## config.mk

```make
export PLATFORM = sky130hd
export DESIGN_NAME = minterm_extractor_flat
export DESIGN_NICKNAME = d
export VERILOG_FILES = /design/src/rtl/minterm_extractor_if.sv /design/src/rtl/minterm_extractor.sv /design/src/flat_wrapper.sv
export SDC_FILE = /design/constraint.sdc
export NUM_CORES = 1
export LEC_CHECK = 0
export ABC_CLOCK_PERIOD_IN_PS = 4500
export BUFFER_PORTS_ARGS = -buffer_cell sky130_fd_sc_hd__buf_4
export CAP_MARGIN = 20
export CORE_ASPECT_RATIO = 0.75
export CORE_MARGIN = 2
export CORE_UTILIZATION = 30
export CTS_CLUSTER_DIAMETER = 200
export DETAILED_ROUTE_END_ITERATION = 10
export GPL_ROUTABILITY_DRIVEN = 0
export PLACE_DENSITY_LB_ADDON = 0.3
export SYNTH_ARGS = -nofsm -noshare
export SYNTH_HDL_FRONTEND = slang
export SYNTH_SLANG_ARGS = --single-unit
```

## constraint.sdc

```tcl
create_clock -name clk -period 4.5 [get_ports clk]
set_input_delay 0.45 -clock clk [delete_from_list [all_inputs] [get_ports clk]]
set_output_delay 0.45 -clock clk [all_outputs]
set_load 0.1 [all_outputs]
```

## src/rtl/minterm_extractor_if.sv

```systemverilog
// Bundle between the truth-table extractor and the function under test:
// start/s in, row stimulus x,y,z and result busy/done/mask/count out.
interface minterm_extractor_if;
    logic       start;
    logic       s;
    logic       x;
    logic       y;
    logic       z;
    logic       busy;
    logic       done;
    logic [7:0] mask;
    logic [3:0] count;

    modport master (
        input  start,
        input  s,
        output x,
        output y,
        output z,
        output busy,
        output done,
        output mask,
        output count
    );

    modport slave (
        output start,
        output s,
        input  x,
        input  y,
        input  z,
        input  busy,
        input  done,
        input  mask,
        input  count
    );
endinterface

```

## src/rtl/minterm_extractor.sv

```systemverilog
// Sweeps {x,y,z} over rows 0..7, records s per row and reports the minterm mask
// plus its popcount. Optional macro TT_SETTLE_EN adds a SETTLE cycle per row.
module minterm_extractor (
    input  logic                       clk,
    input  logic                       rst_n,
    minterm_extractor_if.master        bus
);

`ifdef TT_SETTLE_EN
    typedef enum logic [1:0] {
        ST_IDLE   = 2'd0,
        ST_DRIVE  = 2'd1,
        ST_SETTLE = 2'd2,
        ST_DONE   = 2'd3
    } state_t;
`else
    typedef enum logic [1:0] {
        ST_IDLE  = 2'd0,
        ST_DRIVE = 2'd1,
        ST_DONE  = 2'd3
    } state_t;
`endif

    state_t     state_r;
    logic [2:0] idx_r;
    logic [7:0] acc_r;
    logic [7:0] mask_r;
    logic [3:0] count_r;
    logic       busy_r;
    logic       done_r;

    logic [7:0] acc_sample_s;
    logic       last_row_s;

    function automatic logic [3:0] popcount8(input logic [7:0] v);
        logic [3:0] n;
        n = 4'd0;
        for (int i = 0; i < 8; i++) begin
            n = n + {3'd0, v[i]};
        end
        return n;
    endfunction

    // Accumulator as it will look once the current row's s has been captured.
    always_comb begin
        acc_sample_s        = acc_r;
        acc_sample_s[idx_r] = bus.s;
        if (idx_r == 3'd7) begin
            last_row_s = 1'b1;
        end else begin
            last_row_s = 1'b0;
        end
    end

    // Sweep controller; idx returns to 0 on entering DONE so x,y,z read 000 there.
    always_ff @(posedge clk or negedge rst_n) begin
        if (!rst_n) begin
            state_r <= ST_IDLE;
            idx_r   <= 3'd0;
            acc_r   <= 8'h00;
            mask_r  <= 8'h00;
            count_r <= 4'd0;
            busy_r  <= 1'b0;
            done_r  <= 1'b0;
        end else begin
            case (state_r)
                ST_IDLE: begin
                    done_r <= 1'b0;
                    if (bus.start) begin
                        state_r <= ST_DRIVE;
                        idx_r   <= 3'd0;
                        acc_r   <= 8'h00;
                        busy_r  <= 1'b1;
                    end else begin
                        busy_r  <= 1'b0;
                    end
                end
`ifdef TT_SETTLE_EN
                ST_DRIVE: begin
                    state_r <= ST_SETTLE;
                end
                ST_SETTLE: begin
                    acc_r <= acc_sample_s;
                    if (last_row_s) begin
                        state_r <= ST_DONE;
                        idx_r   <= 3'd0;
                        mask_r  <= acc_sample_s;
                        count_r <= popcount8(acc_sample_s);
                        done_r  <= 1'b1;
                    end else begin
                        state_r <= ST_DRIVE;
                        idx_r   <= idx_r + 3'd1;
                    end
                end
`else
                ST_DRIVE: begin
                    acc_r <= acc_sample_s;
                    if (last_row_s) begin
                        state_r <= ST_DONE;
                        idx_r   <= 3'd0;
                        mask_r  <= acc_sample_s;
                        count_r <= popcount8(acc_sample_s);
                        done_r  <= 1'b1;
                    end else begin
                        state_r <= ST_DRIVE;
                        idx_r   <= idx_r + 3'd1;
                    end
                end
`endif
                ST_DONE: begin
                    state_r <= ST_IDLE;
                    done_r  <= 1'b0;
                    busy_r  <= 1'b0;
                end
                default: begin
                    state_r <= ST_IDLE;
                    idx_r   <= 3'd0;
                    busy_r  <= 1'b0;
                    done_r  <= 1'b0;
                end
            endcase
        end
    end

    assign bus.x     = idx_r[2];
    assign bus.y     = idx_r[1];
    assign bus.z     = idx_r[0];
    assign bus.busy  = busy_r;
    assign bus.done  = done_r;
    assign bus.mask  = mask_r;
    assign bus.count = count_r;

endmodule

```

## src/flat_wrapper.sv

```systemverilog
// flat-port wrapper written by rule: the top's interface ports become plain ports
module minterm_extractor_flat 
  (clk, rst_n, bus_start, bus_s, bus_x, bus_y, bus_z, bus_busy, bus_done, bus_mask, bus_count);
  minterm_extractor_if bus_i ();
  input  logic clk;
  input  logic rst_n;
  input wire logic [$bits(bus_i.start)-1:0] bus_start;
  input wire logic [$bits(bus_i.s)-1:0] bus_s;
  output wire logic [$bits(bus_i.x)-1:0] bus_x;
  output wire logic [$bits(bus_i.y)-1:0] bus_y;
  output wire logic [$bits(bus_i.z)-1:0] bus_z;
  output wire logic [$bits(bus_i.busy)-1:0] bus_busy;
  output wire logic [$bits(bus_i.done)-1:0] bus_done;
  output wire logic [$bits(bus_i.mask)-1:0] bus_mask;
  output wire logic [$bits(bus_i.count)-1:0] bus_count;
  assign bus_i.start = bus_start;
  assign bus_i.s = bus_s;
  assign bus_x = bus_i.x;
  assign bus_y = bus_i.y;
  assign bus_z = bus_i.z;
  assign bus_busy = bus_i.busy;
  assign bus_done = bus_i.done;
  assign bus_mask = bus_i.mask;
  assign bus_count = bus_i.count;
  minterm_extractor u_core (.clk(clk), .rst_n(rst_n), .bus(bus_i));
endmodule
```

==> summary.md <==
| Metric | Value |
|---|---|
| Hold Buf Count CTS | `0` |
| H-tree Lvls | `1` |
| Critical Path AT | `3.82 ns` |
| CP dominant cell by count | `fa_1` |
| CP max stage delay | `~0.55 ns` |
| Max clock buf depth | `2` |
| Die area | `5368 µm²` |
| DR pass1 iterations | `4` |
| Post-synth cell types | `35` |
| DP HPWL | `2.017 mm` |
| Clk root buf | `clkbuf_8` |
| CP max-delay cell | `dfrtp_1` |
| Register-to-Register Path Depth | `10` |
| Max_slew headroom | `0.6877` |
| Drt total wl | `around 2.6 mm` |
| Worst Path Max Fanout | `12` |
| Syn. warnings | `0` |
| Clk sinks | `27` |
| Die height | `63.95 µm` |
| Max-cap viol count | `0` |
| TritonCTS clock tree | `built` |
| Worst EP required | `about 4.7 ns` |
| Final ANT Viol Nets | `0` |
| Final hold violations | `0` |
| Worst-skew pair later-pin latency | `0.27 ns` |
| Largest net degree at the start of global routing | `28` |
| R2R setup slack | `between 0.8 and 0.9 ns` |
| Vias in the first global route | `between 1000 and 1500` |
| Yosys top cell area share | `0.4700` |
| IO Port Bufs | `20` |
| Post-CTS Setup Bufs | `0` |
| Filler cells | `around 470` |
| CP Capture Type | `flip-flop` |
| Initial drt markers | `22` |
| Placement Rows | `21` |
| Run status | `completed` |
| Post-cts resize count | `0` |
| Final worst-path cycle share | `0.8063` |
| Initial cell density of the core | `0.3163` |
| Clk_skew | `~0.0021 ns` |
| Worst Tran Pin Value | `between 0.4 and 0.5 ns` |
| GRT overflow | `0` |
| Mapped Cells | `between 100 and 150` |
| Post-Syn Area | `1438 µm²` |
| Antenna cells | `0` |
| Drt wl/cell | `13.07 µm` |
| Most frequent cells in the layout | `dfrtp_1, buf_4, inv_1, a21oi_1, nor2_1` |
| Critical-path cell list | `nor3b_2, mux2_4, ha_1, inv_1, fa_1, fa_1, fa_1, fa_1, xor2_1, o21ai_0` |
| CP Launch Type | `flip-flop` |
| Area Overhead vs Synth | `14.88%` |
| GRT Total Usage | `0.1136` |
| Register area share after synthesis | `0.4700` |
| Share of post-route cells with drive strength above 1 | `0.2569` |
| Synth area leader | `dfrtp_1` |
| Total number of vias | `around 960` |
| Delay-heaviest family, CP | `adder cells` |
| Final setup TNS | `0 ns` |
| Largest cells by area after synthesis | `dfrtp_1, fa_1, ha_1` |
| Avg Inst Size Synth | `11.32 µm²` |
| FF-to-FF End | `u_core.bus.count[2]` |
| Worst min path class | `in2async` |
| Drc violations | `0` |
| Buffers & Inverters on Critical Path | `1` |
| Max frequency | `~280 MHz` |
| Commonest non-fill, non-tap cell in the layout | `dfrtp_1` |
| Origin of the critical flop-to-flop path | `u_core.idx_r[0]` |
| Multi-input gate area | `664.4 µm²` |
| Seq cells post-synth | `27` |
| Vias/cell | `between 4 and 5` |
| Net count, final | `around 160` |
| Die W | `roughly 84 µm` |
| Clk slew on worst S/H paths | `0.09 ns` |
| Core area | `about 4500 µm²` |
| Max-slew violations | `0` |
| Critical path type | `reg2reg` |
| TritonCTS buffer count | `3` |
| Crit path depth | `10` |
| Min Tclk post-route | `roughly 3.6 ns` |
| Storage element area | `between 600 and 700 µm²` |
| Final setup violation count | `0` |
| I/O Pins | `21` |
| First-pass GRT wire length | `around 4.8 mm` |
| Mapped Nets | `between 100 and 150` |
| Initial antenna violation count | `0` |
| RSZ-0062 raised after global routing | `false` |
cells in the mapped netlist:
cell      instances
a21o_1            1
a21oi_1          10
a21oi_2           2
a22o_1            3
a32oi_1           2
and2b_1           1
buf_2             3
buf_4             2
buf_6             2
dfrtp_1          27
fa_1              4
ha_1              5
inv_1            11
inv_2             1
mux2_1            1
mux2_2            2
mux2_4            1
mux2i_1           5
mux2i_4           2
nand2_1           7
nand3_1           1
nand3b_1          3
nand3b_2          1
nor2_1            8
nor2b_1           1
nor3_1            1
nor3_2            1
nor3b_2           1
o21a_1            1
o21ai_0           6
o21ai_1           1
o21bai_2          1
o22ai_1           6
or3b_4            2
xor2_1            1
metrics by stage:
stage	utilization	instance area [µm²]	setup WS, ns	instances	hold slack [ns]
2_1_floorplan	-	1438	0.4541	127	0.1544
3_3_place_gp	0.3534	1607	0.9619	197	0.3803
3_5_place_dp	0.3534	1607	0.8828	197	0.3845
4_1_cts	0.3633	1652	0.8535	201	0.08695
5_1_grt	0.3633	1652	0.6870	201	0.09619
6_report	0.3633	1652	0.8718	201	0.08019
per-layer routing:
layer | global-route usage | vias up | wire [µm] | part of all wire
li1 | - | 473 | - | -
met1 | 0.1431 | 464 | 1276 | 0.49
met2 | 0.1780 | 17 | 1190 | 0.45
met3 | 0.02842 | 8 | 77 | 0.029
met4 | 0.06653 | 0 | 84 | 0.032
met5 | 0 | - | 0 | 0
sequential cells by signal (all words and copies together) (netlist names):
name,count
u_core.state_r,2
u_core.bus.done,1
u_core.acc_r,8
u_core.bus.busy,1
u_core.idx_r,3
u_core.bus.count,4
u_core.bus.mask,8
area by class of cell:
cell class	count	share of cell area
Clock buffer	4	0.02727
Sequential cell	27	0.4091
Multi-Input combinational cell	81	0.4023
Inverter	12	0.02727
Tap cell	57	0.04318
Timing Repair Buffer	20	0.09091
cells by family after synthesis:
logic type / Yosys count / synth area share
flops: 27 / 0.4700
simple gates: 27 / 0.1105
mux: 11 / 0.1001
buf+inv: 19 / 0.06788
compound gates: 33 / 0.1462
fa+ha+maj: 9 / 0.09922
xor+xnor: 1 / 0.006093
worst max-delay path by stage:
stage | start | endpoint | slack [ns]
3_3_place_gp | u_core.idx_r[0] | u_core.bus.count[2] | 0.96
5_1_grt | u_core.idx_r[0] | u_core.bus.count[2] | 0.69
2_1_floorplan | u_core.idx_r[0] | u_core.bus.count[2] | 0.45
4_1_cts | u_core.idx_r[0] | u_core.bus.count[2] | 0.85
6_report | u_core.idx_r[0] | u_core.bus.count[2] | 0.87
3_5_place_dp | u_core.idx_r[0] | u_core.bus.count[2] | 0.88
Power is not shown: default switching activity piles up to over one toggle a cycle in this logic, so the estimate is an artifact.
